<file path="config.mk">
export PLATFORM = sky130hd
export DESIGN_NAME = slot_btn_ctrl
export DESIGN_NICKNAME = d
export VERILOG_FILES = /design/src/rtl/slot_pkg.sv /design/src/rtl/slot_debounce.sv /design/src/rtl/slot_btn_ctrl.sv
export SDC_FILE = /design/constraint.sdc
export NUM_CORES = 1
export LEC_CHECK = 0
export ABC_AREA = 0
export CORE_ASPECT_RATIO = 0.8
export CORE_MARGIN = 3
export CORE_UTILIZATION = 25
export CTS_CLUSTER_SIZE = 25
export DETAILED_ROUTE_END_ITERATION = 10
export PLACE_DENSITY = 0.39
export RECOVER_POWER = 50
export SLEW_MARGIN = 10
export SYNTH_ARGS = -nofsm -noshare
export SYNTH_HDL_FRONTEND = slang
export SYNTH_SLANG_ARGS = --single-unit
</file>
<file path="constraint.sdc">
create_clock -name clk -period 1.9 [get_ports clk]
set_clock_uncertainty 0.2 [all_clocks]
set_input_delay 0.38 -clock clk [delete_from_list [all_inputs] [get_ports clk]]
set_output_delay 0.38 -clock clk [all_outputs]
set_load 0.005 [all_outputs]
</file>
<file path="src/rtl/slot_pkg.sv">
// Shared definitions for the slot button conditioner: FSM states, strobe level
// and the counter-width helper.
`timescale 1ns/1ps

package slot_pkg;

  typedef enum logic [1:0] {
    ST_IDLE = 2'd0,
    ST_MIN  = 2'd1,
    ST_SPIN = 2'd2
  } slot_state_e;

  localparam logic STROBE_ACTIVE = 1'b0;

  // Bits needed for a counter holding 0 .. n-1 (never less than one bit).
  function automatic int unsigned cnt_width(input int unsigned n);
    return (n < 2) ? 1 : $clog2(n);
  endfunction

endpackage

</file>
<file path="src/rtl/slot_debounce.sv">
// One button channel: 2-flop synchronizer, debounce counter and registered
// press (stable 1->0) detector. Releases produce no event.
`timescale 1ns/1ps

module slot_debounce
  import slot_pkg::*;
#(
  parameter int unsigned DEBOUNCE_CYCLES = 4
) (
  input  logic clk,
  input  logic reset,
  input  logic btn_n_i,
  output logic press_o
);

  localparam int unsigned       CNT_W    = cnt_width(DEBOUNCE_CYCLES);
  localparam logic [CNT_W-1:0]  CNT_LAST = CNT_W'(DEBOUNCE_CYCLES - 1);

  logic             sync1_q;
  logic             sync2_q;
  logic             stable_q;
  logic             stable_d;
  logic             press_q;
  logic             press_d;
  logic [CNT_W-1:0] cnt_q;
  logic [CNT_W-1:0] cnt_d;

  // The stable value only moves after DEBOUNCE_CYCLES consecutive mismatches.
  always_comb begin
    stable_d = stable_q;
    cnt_d    = '0;
    press_d  = 1'b0;
    if (sync2_q != stable_q) begin
      if (cnt_q == CNT_LAST) begin
        stable_d = sync2_q;
        press_d  = stable_q & ~sync2_q;
      end else begin
        cnt_d = cnt_q + 1'b1;
      end
    end
  end

  always_ff @(posedge clk or posedge reset) begin
    if (reset) begin
      sync1_q  <= 1'b1;
      sync2_q  <= 1'b1;
      stable_q <= 1'b1;
      cnt_q    <= '0;
      press_q  <= 1'b0;
    end else begin
      sync1_q  <= btn_n_i;
      sync2_q  <= sync1_q;
      stable_q <= stable_d;
      cnt_q    <= cnt_d;
      press_q  <= press_d;
    end
  end

  assign press_o = press_q;

endmodule

</file>
<file path="src/rtl/slot_btn_ctrl.sv">
// START/STOP button front end: debounces both buttons and sequences them
// through IDLE -> MIN -> SPIN. Build option SLOT_AUTO_STOP_EN adds a SPIN timeout.
`timescale 1ns/1ps

module slot_btn_ctrl
  import slot_pkg::*;
#(
  parameter int unsigned DEBOUNCE_CYCLES  = 4,
  parameter int unsigned MIN_SPIN_CYCLES  = 8,
  parameter int unsigned AUTO_STOP_CYCLES = 256
) (
  input  logic clk,
  input  logic reset,
  input  logic start_n_raw,
  input  logic stop_n_raw,
  output logic start_out,
  output logic stop_out,
  output logic spinning
);

  localparam int unsigned           MIN_W    = cnt_width(MIN_SPIN_CYCLES);
  localparam logic [MIN_W-1:0]      MIN_LAST = MIN_W'(MIN_SPIN_CYCLES - 1);

  generate
    if (DEBOUNCE_CYCLES < 2 || MIN_SPIN_CYCLES < 1 || AUTO_STOP_CYCLES < 1) begin : g_bad_params
      $error("slot_btn_ctrl: illegal parameter value");
    end
  endgenerate

  logic start_press;
  logic stop_press;

  slot_debounce #(
    .DEBOUNCE_CYCLES(DEBOUNCE_CYCLES)
  ) u_start_db (
    .clk    (clk),
    .reset  (reset),
    .btn_n_i(start_n_raw),
    .press_o(start_press)
  );

  slot_debounce #(
    .DEBOUNCE_CYCLES(DEBOUNCE_CYCLES)
  ) u_stop_db (
    .clk    (clk),
    .reset  (reset),
    .btn_n_i(stop_n_raw),
    .press_o(stop_press)
  );

  slot_state_e      state_q;
  slot_state_e      state_d;
  logic [MIN_W-1:0] min_cnt_q;
  logic [MIN_W-1:0] min_cnt_d;
  logic             start_q;
  logic             start_d;
  logic             stop_q;
  logic             stop_d;

`ifdef SLOT_AUTO_STOP_EN
  localparam int unsigned           AUTO_W    = cnt_width(AUTO_STOP_CYCLES);
  localparam logic [AUTO_W-1:0]     AUTO_LAST = AUTO_W'(AUTO_STOP_CYCLES - 1);

  logic [AUTO_W-1:0] auto_cnt_q;
  logic [AUTO_W-1:0] auto_cnt_d;
`endif

  // Presses arriving in a state that cannot use them are dropped, never queued.
  always_comb begin
    state_d   = state_q;
    min_cnt_d = min_cnt_q;
    start_d   = ~STROBE_ACTIVE;
    stop_d    = ~STROBE_ACTIVE;
`ifdef SLOT_AUTO_STOP_EN
    auto_cnt_d = auto_cnt_q;
`endif
    case (state_q)
      ST_IDLE: begin
        if (start_press) begin
          start_d   = STROBE_ACTIVE;
          min_cnt_d = MIN_LAST;
          state_d   = ST_MIN;
        end
      end
      ST_MIN: begin
        if (min_cnt_q == '0) begin
          state_d = ST_SPIN;
`ifdef SLOT_AUTO_STOP_EN
          auto_cnt_d = AUTO_LAST;
`endif
        end else begin
          min_cnt_d = min_cnt_q - 1'b1;
        end
      end
      ST_SPIN: begin
`ifdef SLOT_AUTO_STOP_EN
        // A real press on the timeout cycle merges into the same single strobe.
        if (stop_press || auto_cnt_q == '0) begin
          stop_d  = STROBE_ACTIVE;
          state_d = ST_IDLE;
        end else begin
          auto_cnt_d = auto_cnt_q - 1'b1;
        end
`else
        if (stop_press) begin
          stop_d  = STROBE_ACTIVE;
          state_d = ST_IDLE;
        end
`endif
      end
      default: begin
        state_d = ST_IDLE;
      end
    endcase
  end

  always_ff @(posedge clk or posedge reset) begin
    if (reset) begin
      state_q   <= ST_IDLE;
      min_cnt_q <= '0;
      start_q   <= ~STROBE_ACTIVE;
      stop_q    <= ~STROBE_ACTIVE;
    end else begin
      state_q   <= state_d;
      min_cnt_q <= min_cnt_d;
      start_q   <= start_d;
      stop_q    <= stop_d;
    end
  end

`ifdef SLOT_AUTO_STOP_EN
  always_ff @(posedge clk or posedge reset) begin
    if (reset) begin
      auto_cnt_q <= '0;
    end else begin
      auto_cnt_q <= auto_cnt_d;
    end
  end
`endif

  assign start_out = start_q;
  assign stop_out  = stop_q;
  assign spinning  = (state_q != ST_IDLE);

endmodule

</file>
==> impl_metrics.env, run 1 <==
export IMPL_io_buffers=6
export IMPL_yosys_cell_types_count=17
export IMPL_drive_gt1_share_pct=20.5
export IMPL_hold_ws_ns=0.156
export IMPL_grt_util_met1_pct=7.54
export IMPL_syn_area_um2=813
export IMPL_cp_arrival_ns=1.25
export IMPL_io_pins=7
export IMPL_coreArea_um2=2940
export IMPL_cap_viol_max_count=0
export IMPL_cp_start_kind="flop"
export IMPL_ir_worst_vdd_mv=0.561
export IMPL_synth_warnings=0
export IMPL_worst_skew_pair_late_latency_ns=0.25
export IMPL_gr_total_overflow=0
export IMPL_crit_type="reg -> out"
export IMPL_die_x_um=69.8
export IMPL_tightest_slew_ns=1.01
export IMPL_crit_chain="clkdlybuf4s50_1"
export IMPL_post_route_drc_count=0
export IMPL_design_area_um2=990
export IMPL_cts_root_buf="clkbuf_8"
export IMPL_syn_area_per_cell_um2=12.5
export IMPL_r2r_slack_ns=0.27
export IMPL_nets=91
export IMPL_finalHoldViolations=0
export IMPL_holdPathStages=0
export IMPL_setup_tns_ns=0
export IMPL_synth_largest_area_cell="dfrtp_1"
export IMPL_r2r_end="min_cnt_q[0]"
export IMPL_ys_seq_area_share_pct=59.7
export IMPL_routedWlPerCell_um=9.92
export IMPL_max_slew_margin_pct=32.6
export IMPL_synthTopCellsByArea="dfrtp_1 (34%), dfstp_2 (26%), ha_1 (12%)"
export IMPL_vias=460
export IMPL_grt_pass1_vias=466
export IMPL_die_h_um=57.0
export IMPL_grt_max_degree=20
export IMPL_hpwl_um=829
export IMPL_areaGrowthSynthToFinish_pct=21.7
export IMPL_path_max_fanout=1
export IMPL_rows=17
export IMPL_slew_viol_final=0
export IMPL_status="finished clean"
export IMPL_layout_setup_ws_ns=0.0687
export IMPL_final_util_pct=33.7
export IMPL_cts_buffers=3
export IMPL_crit_slowest_cell="dfstp_2"
export IMPL_ctsHoldBuffers=0
export IMPL_syn_inst=65
export IMPL_clockBufferDepth=2
export IMPL_drt_initial_drc_count=9
export IMPL_r2r_cells=5
export IMPL_routed_wirelength_um=1150
export IMPL_top_usage_layer="met2"
export IMPL_crit_buf_inv=1
export IMPL_syn_nets=77
export IMPL_fmax_ghz=0.546
export IMPL_period_minus_slack_ns=1.83
export IMPL_gp_congestion=0.663
export IMPL_ant_nets=0
export IMPL_use_met2_pct=11.0
export IMPL_cts_tree="yes"
export IMPL_critPathRequiredTime_ns=1.32
export IMPL_htree_levels=1
export IMPL_gr_usage_met3_pct=4.40
export IMPL_synth_top_cell_area_share_pct=33.8
export IMPL_path_delay_family="flip-flops"
export IMPL_grt_pass1_wl_um=2060
export IMPL_vias_per_cell=3.97
export IMPL_grt_usage_pct=6.70
export IMPL_min_to="u_stop_db.sync2_q"
export IMPL_post_dp_cell_area_um2=938
export IMPL_rsz0062_at_grt="no"
export IMPL_dp_worst_setup_slack_ns=0.264
export IMPL_rr_startpoint="min_cnt_q[0]"
export IMPL_setup_violations=0
export IMPL_worstHoldStart="u_stop_db.sync1_q"
export IMPL_dr_pass1_iters=4
export IMPL_die_area_um2=3980
export IMPL_slowest_delay_ns=0.52
export IMPL_holdCritPathClass="reg -> reg"
export IMPL_p_per_area_nw_per_um2=1320
export IMPL_period_share_pct=96.4
export IMPL_start_util_pct=27.7
export IMPL_postSynthRegisterBits=19
export IMPL_cellLeakagePower_nw=0.472
export IMPL_endpoint_kind="primary output"
export IMPL_antenna_cells=0
export IMPL_antenna_found_initial=0
export IMPL_cts_sinks=19
export IMPL_clk_pin_slew_ns=0.07
-- layout by cell type, fill, tap and decap left out, drive strengths merged --
| master | synthesis | routed |
|---|---|---|
| nor2b | 2 | 2 |
| dlygate4sd3 | 0 | 2 |
| inv | 9 | 9 |
| mux2i | 2 | 2 |
| buf | 1 | 3 |
| nand3b | 4 | 4 |
| o22ai | 1 | 1 |
| dfrtp | 11 | 11 |
| nand2b | 3 | 3 |
| and2 | 3 | 3 |
| dfstp | 8 | 8 |
| o21ba | 1 | 1 |
| nor3 | 2 | 2 |
| clkdlybuf4s50 | 0 | 4 |
| o221a | 3 | 3 |
| nor2 | 1 | 1 |
| or2 | 1 | 1 |
| nand2 | 5 | 5 |
| clkbuf | 0 | 5 |
| ha | 8 | 8 |
-- registers in the layout, summed over array words and instances, names as in the netlist --
register / count
u_start_db.sync1_q: 1
u_stop_db.press_o: 1
min_cnt_q: 3
u_stop_db.stable_q: 1
state_q: 2
u_stop_db.sync2_q: 1
u_stop_db.sync1_q: 1
stop_out: 1
u_start_db.press_o: 1
u_stop_db.cnt_q: 2
u_start_db.cnt_q: 2
start_out: 1
u_start_db.sync2_q: 1
u_start_db.stable_q: 1
-- cell type report --
cell class	count	area, um^2
Fill cell	296	1950
Clock buffer	4	45.0
Timing Repair Buffer	10	86.3
Sequential cell	19	485
Tap cell	38	47.5
Multi-Input combinational cell	36	292
Inverter	9	33.8
-- layer usage --
layer  wire length, um  up-vias
met2               540        6
met1               539      218
li1                  -      234
met4                 7        0
met5                 0        -
met3                64        2
-- cells in the mapped netlist --
cell      number
dfrtp_1       11
inv_1          9
dfstp_2        8
ha_1           8
nand2_1        5
nand3b_1       4
and2_1         3
nand2b_1       3
o221a_1        3
mux2i_1        2
nor2b_1        2
nor3_1         2
buf_2          1
nor2_1         1
o21ba_2        1
o22ai_1        1
or2_1          1
-- power breakdown --
group | internal, W | switching [W]
registers | 0.000537 | 0.0000628
clock network | 0.000149 | 0.000120
logic | 0.000242 | 0.000198
-- repair_timing --
item | 4_1_cts | 5_1_grt
endpoints found under the setup margin | 1 | 1
gates resized for setup | 0 | 1
setup buffers | 1 | 0
-- through the flow --
step	total power (W)	std cells
after CTS	0.00134	116
after floorplan	0.000906	65
after detailed placement	0.00104	111
after global placement	0.00104	111
after global routing	0.00143	116
final	0.00131	116
-- worst max path at each step --
stage	endpoint	slack [ns]	cells past startpoint	start
CTS	stop_out	0.04	1	stop_out
detailed placement	spinning	0.26	3	state_q[1]
global placement	spinning	0.25	3	state_q[1]
global route	spinning	0.008	3	state_q[1]
floorplan	min_cnt_q[0]	0.34	5	min_cnt_q[0]
finish	stop_out	0.07	1	stop_out
-- cells by family (layout without fill, tap and decap cells) --
kind of cell	count (synthesis)	count (layout)	synth area share, %
flops	19	19	59.7
simple gates	21	21	14.6
fa+ha+maj	8	8	12.3
compound gates	5	5	6.15
mux	2	2	2.46
buf+inv	10	23	4.77
No activity file was read; power rests on OpenSTA's default activity.
==> run 2, diff against run 1 <==
CORE_UTILIZATION = 40   (was 25)
GPL_ROUTABILITY_DRIVEN = 0   (was default)
PLACE_DENSITY = default   (was 0.39)
==> run 2 against run 1 <==
  * Combinational power decreased by 3%
  * Routed wire length decreased by 5.5%
  * Sequential power about the same
  * Global-route usage increased by 4.0 points
  * Register-to-register slack got worse by 0.04 ns
  * Power decreased by 6.7%
  * Non-clock buffer count decreased by 1
  * Sequential share of layout area increased by 2.1 points
  * Via count increased by 3.0%
  * Clock power decreased by 26%
==> impl_metrics.env, run 2 (synthesized netlist as in run 1, its figures left out) <==
export IMPL_status="finished clean"
export IMPL_cp_start_kind="flop"
export IMPL_drive_gt1_share_pct=19.5
export IMPL_ctsHoldBuffers=0
export IMPL_max_slew_margin_pct=35.9
export IMPL_vias_per_cell=4.79
export IMPL_hpwl_um=802
export IMPL_nets=90
export IMPL_pwr_share_clk_pct=16.1
export IMPL_clk_pin_slew_ns=0.10
export IMPL_finalHoldViolations=0
export IMPL_p_sw_share_pct=30.8
export IMPL_route_met3_wl_um=86
export IMPL_coreArea_um2=1770
export IMPL_cp_arrival_ns=1.66
export IMPL_io_buffers=6
export IMPL_cts_buffers=3
export IMPL_p_per_area_nw_per_um2=1290
export IMPL_die_area_um2=2610
export IMPL_p_comb_share_pct=35.0
export IMPL_seq_area_um2=485
export IMPL_topRoutingLayerUsed="met4"
export IMPL_routed_wirelength_um=1090
export IMPL_path_max_fanout=5
export IMPL_period_share_pct=88.0
export IMPL_critPathRequiredTime_ns=1.89
export IMPL_fill_cells=161
export IMPL_dp_worst_setup_slack_ns=0.252
export IMPL_die_h_um=46.3
export IMPL_final_common_cell="dfrtp_1"
export IMPL_io_pins=7
export IMPL_holdCritPathClass="reg -> reg"
export IMPL_grt_pass1_vias=459
export IMPL_tightest_slew_ns=0.961
export IMPL_cts_root_buf="clkbuf_4"
export IMPL_rsz0062_at_grt="no"
export IMPL_period_minus_slack_ns=1.67
export IMPL_drt_initial_drc_count=16
export IMPL_cellLeakagePower_nw=0.476
export IMPL_fmax_ghz=0.598
export IMPL_multi_input_area_um2=289
export IMPL_wl_met2_um=467
export IMPL_grt_max_degree=20
export IMPL_layout_common_cells="dfrtp_1 (11), inv_1 (9), ha_1 (8), dfstp_2 (8), nand2_1 (5)"
export IMPL_power_total_w=0.00122
export IMPL_htree_levels=1
export IMPL_crit_type="reg -> reg"
export IMPL_gr_total_overflow=0
export IMPL_ir_worst_vdd_mv=0.600
export IMPL_cts_sinks=19
export IMPL_largest_register_ffs=3
export IMPL_vias=474
export IMPL_die_x_um=56.4
export IMPL_antenna_cells=0
export IMPL_wl_met1_um=524
export IMPL_intPower_w=0.000845
export IMPL_endpoint_kind="flop"
export IMPL_ant_nets=0
export IMPL_post_route_drc_count=0
export IMPL_grt_pass1_wl_um=1990
export IMPL_worst_skew_pair_late_latency_ns=0.29
export IMPL_cts_tree="yes"
export IMPL_hold_ws_ns=0.162
export IMPL_power_switching_w=0.000376
export IMPL_areaGrowthSynthToFinish_pct=16.8
export IMPL_pwr_share_seq_pct=48.8
export IMPL_regMostFlops="min_cnt_q"
export IMPL_rows=13
export IMPL_start_util_pct=45.9
export IMPL_dr_pass1_iters=4
export IMPL_layout_setup_ws_ns=0.228
export IMPL_setup_tns_ns=0
export IMPL_clockBufferDepth=2
export IMPL_setup_violations=0
export IMPL_slew_viol_final=0
export IMPL_cap_viol_max_count=0
export IMPL_antenna_found_initial=0
export IMPL_routedWlPerCell_um=11.0
export IMPL_grt_usage_pct=10.7
==> run 2: metrics by stage <==
| step | instances | util, % | area [um^2] |
|---|---|---|---|
| 4_1_cts | 99 | 53.4 | 946 |
| 5_1_grt | 99 | 53.6 | 950 |
| 2_1_floorplan | 65 | - | 813 |
| 3_3_place_gp | 94 | 51.4 | 911 |
| 3_5_place_dp | 94 | 51.4 | 911 |
| 6_report | 99 | 53.6 | 950 |
==> run 2: path summary, 6_finish.rpt <==
path                            cells after the start               from                  to  slack [ns]
worst max-delay path                                5       min_cnt_q[0]        min_cnt_q[0]        0.23
worst min-delay path                                0  u_stop_db.sync1_q   u_stop_db.sync2_q        0.16
worst max register to register                      5       min_cnt_q[0]        min_cnt_q[0]        0.23
worst min register to register                      0  u_stop_db.sync1_q   u_stop_db.sync2_q        0.16
max in group asynchronous                           3              reset  u_start_db.press_o        0.31
min in group asynchronous                           3              reset  u_stop_db.cnt_q[1]        0.61
==> run 2: worst max-delay path: stages (launching register included) <==
cell     delay (ns)
dfrtp_1        0.39
inv_1          0.05
ha_1           0.19
ha_1           0.23
or2_1          0.26
o221a_1        0.24
==> run 2: final cells by class <==
| cell class | instances | share of cell area (%) |
|---|---|---|
| sequential | 19 | 51.1 |
| multi-input combinational | 36 | 30.4 |
| timing repair buffer | 9 | 9.09 |
| inverter | 9 | 3.56 |
| tap | 22 | 2.90 |
| clock buffer | 3 | 2.37 |
| clock inverter | 1 | 0.527 |
==> run 2: power groups by stage <==
stage                     combinational, W  sequential, W  clock, W
after CTS                         0.000442       0.000597  0.000207
final                             0.000428       0.000596  0.000197
after global routing              0.000498       0.000614  0.000229
after global placement            0.000421       0.000612         0
after detailed placement          0.000423       0.000610         0
after floorplan                   0.000312       0.000593         0
==> run 2: timing repair <==
item | 4_1_cts | 5_1_grt
setup endpoints to repair | 1 | 3
gates cloned | 0 | 0
pin swaps | 0 | 1
setup buffers | 1 | 0
resized for setup | 0 | 4
==> run 2: per-layer routing <==
layer,up-vias,track usage (%)
li1,235,-
met1,225,13.1
met2,12,15.9
met3,2,5.88
met4,0,4.27
met5,-,0
